--- src/rtl/mos_microseq_if.sv ---
// mos_microseq_if -- sequencer <-> PLA bus.
//   opcode    : instruction register, sequencer -> PLA
//   tstate    : current T-state, sequencer -> PLA
//   ctrl_in   : PLA control word for (opcode, tstate), PLA -> sequencer
//   step_last : current T-state is the instruction's final one, PLA -> sequencer
// Modports: master = sequencer side, slave = PLA side.
interface mos_microseq_if #(
    parameter int unsigned CW = 26,
    parameter int unsigned TW = 3
);
    logic [7:0]    opcode;
    logic [TW-1:0] tstate;
    logic [CW-1:0] ctrl_in;
    logic          step_last;

    modport master (
        output opcode,
        output tstate,
        input  ctrl_in,
        input  step_last
    );

    modport slave (
        input  opcode,
        input  tstate,
        output ctrl_in,
        output step_last
    );
endinterface

--- src/rtl/mos_microseq.sv ---
// mos_microseq -- 6502 micro-step sequencer.
// Owns the instruction register, the T-state counter, reset/NMI/IRQ sequencing,
// RDY stalling and the registered PLA control word.
// Ports:
//   clk, rst_n       : core clock, async active-low reset
//   i_insn           : data-bus byte, valid in the opcode fetch cycle
//   i_rdy            : 1 = advance, 0 = stall
//   i_nmi_n          : NMI, falling-edge sensitive
//   i_irq_n          : IRQ, level sensitive, active-low
//   i_i_flag         : P.I, masks IRQ
//   pla              : PLA bus (opcode/tstate out, ctrl_in/step_last in)
//   o_ctrl_out       : registered control word to the datapath
//   o_sync           : opcode-fetch cycle of a normal instruction
//   o_int_src        : active sequence 0 none, 1 IRQ, 2 NMI, 3 RST
//   o_vec_lo         : low byte of the vector address
//   o_t_fault        : sticky, an instruction ran MAX_T steps without step_last
// Optional feature, macro SO_EN: adds i_so_n and o_set_v (one-cycle pulse after
// a falling edge of i_so_n).
module mos_microseq #(
    parameter int unsigned CW     = 26,
    parameter int unsigned MAX_T  = 8,
    parameter logic [7:0]  BRK_OP = 8'h00
) (
    input  logic          clk,
    input  logic          rst_n,
    input  logic [7:0]    i_insn,
    input  logic          i_rdy,
    input  logic          i_nmi_n,
    input  logic          i_irq_n,
    input  logic          i_i_flag,
`ifdef SO_EN
    input  logic          i_so_n,
    output logic          o_set_v,
`endif
    mos_microseq_if.master pla,
    output logic [CW-1:0] o_ctrl_out,
    output logic          o_sync,
    output logic [1:0]    o_int_src,
    output logic [7:0]    o_vec_lo,
    output logic          o_t_fault
);
    localparam int unsigned   TW    = $clog2(MAX_T);
    localparam logic [TW-1:0] TLast = TW'(MAX_T - 1);

    typedef enum logic [1:0] {
        SrcNone = 2'd0,
        SrcIrq  = 2'd1,
        SrcNmi  = 2'd2,
        SrcRst  = 2'd3
    } src_e;

    logic [7:0]    r_opcode,   w_opcode;
    logic [TW-1:0] r_tstate,   w_tstate;
    logic [CW-1:0] r_ctrl_out, w_ctrl_out;
    src_e          r_int_src,  w_int_src;
    logic [7:0]    r_vec_lo,   w_vec_lo;
    logic          r_nmi_pend, w_nmi_pend;
    logic          r_t_fault,  w_t_fault;
    logic          r_nmi_q;
    logic          w_nmi_fall;
    logic          w_end;

    assign w_nmi_fall = r_nmi_q & ~i_nmi_n;
    // The counter never passes TLast: that step ends the instruction regardless.
    assign w_end      = i_rdy & (pla.step_last | (r_tstate == TLast));

    always_ff @(posedge clk or negedge rst_n) begin
        if (!rst_n) begin
            r_opcode   <= BRK_OP;
            r_tstate   <= '0;
            r_ctrl_out <= '0;
            r_int_src  <= SrcRst;
            r_vec_lo   <= 8'hFC;
            r_nmi_pend <= 1'b0;
            r_t_fault  <= 1'b0;
            r_nmi_q    <= 1'b1;
        end else begin
            r_opcode   <= w_opcode;
            r_tstate   <= w_tstate;
            r_ctrl_out <= w_ctrl_out;
            r_int_src  <= w_int_src;
            r_vec_lo   <= w_vec_lo;
            r_nmi_pend <= w_nmi_pend;
            r_t_fault  <= w_t_fault;
            r_nmi_q    <= i_nmi_n;  // sampled even while stalled
        end
    end

    always_comb begin
        w_opcode   = r_opcode;
        w_tstate   = r_tstate;
        w_ctrl_out = r_ctrl_out;
        w_int_src  = r_int_src;
        w_vec_lo   = r_vec_lo;
        w_nmi_pend = r_nmi_pend;
        w_t_fault  = r_t_fault;

        if (i_rdy) begin
            w_ctrl_out = pla.ctrl_in;
            w_tstate   = w_end ? '0 : r_tstate + TW'(1);
            if ((r_tstate == TLast) && !pla.step_last) begin
                w_t_fault = 1'b1;
            end
        end

        // Only the already-registered nmi_pend is considered here, so an edge
        // arriving on the end edge itself waits for the following end.
        if (w_end) begin
            if (r_nmi_pend) begin
                w_opcode  = BRK_OP;
                w_int_src = SrcNmi;
                w_vec_lo  = 8'hFA;
            end else if (!i_irq_n && !i_i_flag) begin
                w_opcode  = BRK_OP;
                w_int_src = SrcIrq;
                w_vec_lo  = 8'hFE;
            end else begin
                w_opcode  = i_insn;
                w_int_src = SrcNone;
                w_vec_lo  = 8'hFE;
            end
        end

        // Launch wins over a coincident edge; a second edge while pending is dropped.
        if (w_end && r_nmi_pend) begin
            w_nmi_pend = 1'b0;
        end else if (w_nmi_fall) begin
            w_nmi_pend = 1'b1;
        end
    end

`ifdef SO_EN
    logic r_so_q;
    logic r_set_v;

    always_ff @(posedge clk or negedge rst_n) begin
        if (!rst_n) begin
            r_so_q  <= 1'b1;
            r_set_v <= 1'b0;
        end else begin
            r_so_q  <= i_so_n;
            r_set_v <= r_so_q & ~i_so_n;
        end
    end

    assign o_set_v = r_set_v;
`endif

    assign pla.opcode = r_opcode;
    assign pla.tstate = r_tstate;
    assign o_ctrl_out = r_ctrl_out;
    assign o_int_src  = r_int_src;
    assign o_vec_lo   = r_vec_lo;
    assign o_t_fault  = r_t_fault;
    assign o_sync     = (r_tstate == '0) && (r_int_src == SrcNone);
endmodule

--- src/flat_wrapper.sv ---
// flat-port wrapper written by rule: the top's interface ports become plain ports
module mos_microseq_flat 
#(
    parameter int unsigned CW     = 26,
    parameter int unsigned MAX_T  = 8,
    parameter logic [7:0]  BRK_OP = 8'h00
)
  (clk, rst_n, i_insn, i_rdy, i_nmi_n, i_irq_n, i_i_flag, o_ctrl_out, o_sync, o_int_src, o_vec_lo, o_t_fault, pla_opcode, pla_tstate, pla_ctrl_in, pla_step_last);
  mos_microseq_if #(.CW(CW), .TW((3))) pla_i ();
  input  logic clk;
  input  logic rst_n;
  input  logic [7:0] i_insn;
  input  logic i_rdy;
  input  logic i_nmi_n;
  input  logic i_irq_n;
  input  logic i_i_flag;
  output logic [CW-1:0] o_ctrl_out;
  output logic o_sync;
  output logic [1:0] o_int_src;
  output logic [7:0] o_vec_lo;
  output logic o_t_fault;
  output wire logic [$bits(pla_i.opcode)-1:0] pla_opcode;
  output wire logic [$bits(pla_i.tstate)-1:0] pla_tstate;
  input wire logic [$bits(pla_i.ctrl_in)-1:0] pla_ctrl_in;
  input wire logic [$bits(pla_i.step_last)-1:0] pla_step_last;
  assign pla_opcode = pla_i.opcode;
  assign pla_tstate = pla_i.tstate;
  assign pla_i.ctrl_in = pla_ctrl_in;
  assign pla_i.step_last = pla_step_last;
  mos_microseq #(.CW(CW), .MAX_T(MAX_T), .BRK_OP(BRK_OP)) u_core (.clk(clk), .rst_n(rst_n), .i_insn(i_insn), .i_rdy(i_rdy), .i_nmi_n(i_nmi_n), .i_irq_n(i_irq_n), .i_i_flag(i_i_flag), .pla(pla_i), .o_ctrl_out(o_ctrl_out), .o_sync(o_sync), .o_int_src(o_int_src), .o_vec_lo(o_vec_lo), .o_t_fault(o_t_fault));
endmodule
--- config.mk ---
export PLATFORM = sky130hd
export DESIGN_NAME = mos_microseq_flat
export DESIGN_NICKNAME = d
export VERILOG_FILES = /design/src/rtl/mos_microseq_if.sv /design/src/rtl/mos_microseq.sv /design/src/flat_wrapper.sv
export SDC_FILE = /design/constraint.sdc
export NUM_CORES = 1
export LEC_CHECK = 0
export ABC_AREA = 1
export BUFFER_PORTS_ARGS = -buffer_cell sky130_fd_sc_hd__buf_2
export CORE_MARGIN = 3
export CORE_UTILIZATION = 45
export DETAILED_ROUTE_END_ITERATION = 8
export GPL_TIMING_DRIVEN = 0
export PLACE_DENSITY = 0.78
export SYNTH_ARGS = -nofsm -noshare
export SYNTH_HDL_FRONTEND = slang
export SYNTH_SLANG_ARGS = --single-unit
--- constraint.sdc ---
create_clock -name clk -period 1.97 [get_ports clk]
set_clock_uncertainty 0.05 [all_clocks]
set_input_delay 0.197 -clock clk [delete_from_list [all_inputs] [get_ports clk]]
set_output_delay 0.197 -clock clk [all_outputs]
set_load 0.05 [all_outputs]
==> impl_metrics.ini <==
[outcome]
run_status = finished clean

[detailed_routing]
detail_route.first_pass.iterations = 4
met2WireLength_um = 2160
maxUsedRoutingLayer = met4
wl_met3_um = 198
wl_met1_um = 1650
wl_um = 4070
remaining_drc_errors = 0
via_density_per_instance = 4.54
post_drt_wl_per_cell_um = 11.5
drt.antenna.violating_nets = 0
drt-initial-drc-count = 88
route.vias.total = 1612

[sta]
timing_hold_violations_final = 0
maxSlewHeadroom_pct = 38.3
fin_worst_hold_slack_ns = 0.00389
clock.fmax_mhz = 621
post-route-min-period_ns = 1.61
timing.final.max_slew_violations = 0
setup_viol_count_final = 0
period_share_pct = 81.7
total_negative_slack_for_setup_checks_ns = 0
rsz0062_at_grt = no
transition_at_the_pin_with_the_smallest_max_transition_slack_ns = 0.925

[synth]
async_reset_ff_share_pct = 100
syn_avg_cell_area_um2 = 8.85
post_synth_top_area_cell = sky130_fd_sc_hd__dfrtp_1
synth.lib_cells_used.distinct = 22
synthFlopType = sky130_fd_sc_hd__dfrtp_1
synth_edf_count = 0
synth.top_cell.area_share_pct = 53.4
yosysWarningCount = 0
synthMostInstantiatedCell = sky130_fd_sc_hd__nand2_1
mappedNetlistArea_mm2 = 0.00188
synth.area.top_cells = sky130_fd_sc_hd__dfrtp_1 53%, sky130_fd_sc_hd__nand2_1 20%, sky130_fd_sc_hd__dfstp_2 5.6%, sky130_fd_sc_hd__buf_4 3.6%, sky130_fd_sc_hd__nand3_1 2.9%
synth_commonest_cells = 101 x sky130_fd_sc_hd__nand2_1, 40 x sky130_fd_sc_hd__dfrtp_1, 14 x sky130_fd_sc_hd__inv_1
synth.yosys.seq_area_share_pct = 59.0
cell_count_after_synthesis = 212
ys_seq_elements = 44

[clock_network]
cts-root-buf = sky130_fd_sc_hd__clkbuf_8
tritoncts_num_sinks = 44
postCtsSetupRepairBufs = 0
holdBufCountCts = 1
num_cts_buffers = 5
postCtsResizedCells = 0
clock_latency_on_the_worst_skew_pair_ns = 0.28
clk_pin_slew_worst_paths_ns = 0.08
cts_tree = done
buffer_levels_on_the_longest_clock_path = 2
h-tree-depth = 2

[floorplan]
placementRows = 22
dieArea_mm2 = 0.00498
die_height_um = 70.6
initial_core_util_pct = 49.0
fp.dieW_um = 70.6
pin_count = 90
fp.coreArea_mm2 = 0.00383

[global_route]
grt_overflow_total = 0
via_count_of_the_first_global_routing_pass = 1523
grt_pass1_wl_um = 6830
grt_util_all_layers_pct = 16.8
antenna_found_initial = 0
grt_max_degree = 45

[worst_setup_path]
cp_slowest_cell = sky130_fd_sc_hd__dfrtp_1
crit_chain = inv_1 -> ha_1 -> nand2_1 -> nor3_2 -> buf_2
critPathTopFamily = flip-flops
critPathRequiredTime_ns = 1.72
worstSetupPathType = reg -> out
end_kind = primary output
cp.arrival_ns = 1.36
critical_path.n_buffers_inverters = 2
cp_max_fo = 3
critical_path.max_stage_delay_ns = 0.40
worst-path-stages = 5
cp-start-kind = register
rr_worst_depth = 5

[pwr]
pwr_per_cell_area_mw_per_mm2 = 942
power.leakage_nw = 1.49
peakVddDrop_mv = 0.605

[min_path]
hold_path.class = in -> async

[placement]
gp_congestion = 0.739
numPortBuffers = 82
post_dp_cell_area_mm2 = 0.00237
hpwlAfterDp_um = 3110

[layout]
layout.filler_cells = 327
num_antenna_cells = 0
flow.area_growth_from_synthesis_pct = 31.5
multi_input_area_um2 = 634
drive_above_1_share_pct = 36.5
post-route-cell-area_mm2 = 0.00247
design.final.nets = 350
register_area_mm2 = 0.00111

[flow_run]
max_cap_violations = 0
## metal layers
metal  GRT usage [%]  vias to the layer above
li1                -                      818
met1            22.0                      739
met2            28.2                       49
met3            3.41                        6
met4            5.85                        0
met5               0                        -
## power breakdown
group	total (mW)	internal [mW]	switching [mW]
registers	1.06	1.01	0.0535
logic	0.714	0.169	0.545
clock network	0.551	0.286	0.265
## flip-flops by register name (all words and copies together) (netlist names)
name and cells:
u_core.o_int_src 2, u_core.o_t_fault 1, u_core.pla.tstate 3, u_core.o_vec_lo 2
u_core.o_ctrl_out 26, u_core.pla.opcode 8, u_core.r_nmi_q 1, u_core.r_nmi_pend 1
## placed cells by master, fill, tap and decap left out, drive strengths merged
master / count
dlygate4sd3: 1
nor2: 12
a21o: 1
o21ai: 7
inv: 15
nor3: 1
dfstp: 4
clkbuf: 8
dfrtp: 40
nand3: 11
ha: 3
nand2: 102
buf: 95
or2: 1
conb: 6
## cell type report
type	instances	area share [%]
buffer	13	3.81
clock buffer	8	3.65
sequential	44	44.9
tap	48	2.44
multi-input combinational	144	25.7
timing repair buffer	83	17.0
inverter	15	2.49
## kinds of logic after synthesis
group | share of synthesized area (%)
AO/OA/AOI/OAI | 2.47
adder cells (fa/ha/maj) | 2.00
buffers and inverters | 8.27
flip-flops | 59.0
other | 0.400
AND/OR/NAND/NOR | 27.9
## stage by stage
| stage | util (%) | setup slack (ns) | instances | power, mW |
|---|---|---|---|---|
| global placement | 61.8 | 0.500 | 346 | 1.78 |
| detailed placement | 61.8 | 0.474 | 346 | 1.80 |
| CTS | 64.5 | 0.340 | 355 | 2.35 |
| floorplan | - | 0.197 | 216 | 1.60 |
| finish | 64.5 | 0.360 | 355 | 2.32 |
| global route | 64.5 | 0.291 | 355 | 2.44 |
## worst paths after layout
kind                                      start               endpoint  slack, ns
max                        u_core.pla.tstate[0]                 o_sync       0.36
min reg2reg                    u_core.o_t_fault       u_core.o_t_fault       0.41
max reg2reg                u_core.pla.tstate[0]     u_core.o_vec_lo[1]       0.46
max in group asynchronous                 rst_n  u_core.o_ctrl_out[23]       1.29
min in group clk                 pla_ctrl_in[8]   u_core.o_ctrl_out[8]       0.06
min                                       rst_n  u_core.o_ctrl_out[14]      0.004
## worst register-to-register path, stage by stage, from the launching register on
cell and delay, ns:
sky130_fd_sc_hd__dfrtp_1 0.40, sky130_fd_sc_hd__ha_1 0.21, sky130_fd_sc_hd__ha_1 0.25, sky130_fd_sc_hd__nor2_4 0.20, sky130_fd_sc_hd__nor2_8 0.07, sky130_fd_sc_hd__or2_1 0.22
(Power assumes the default switching activity.)
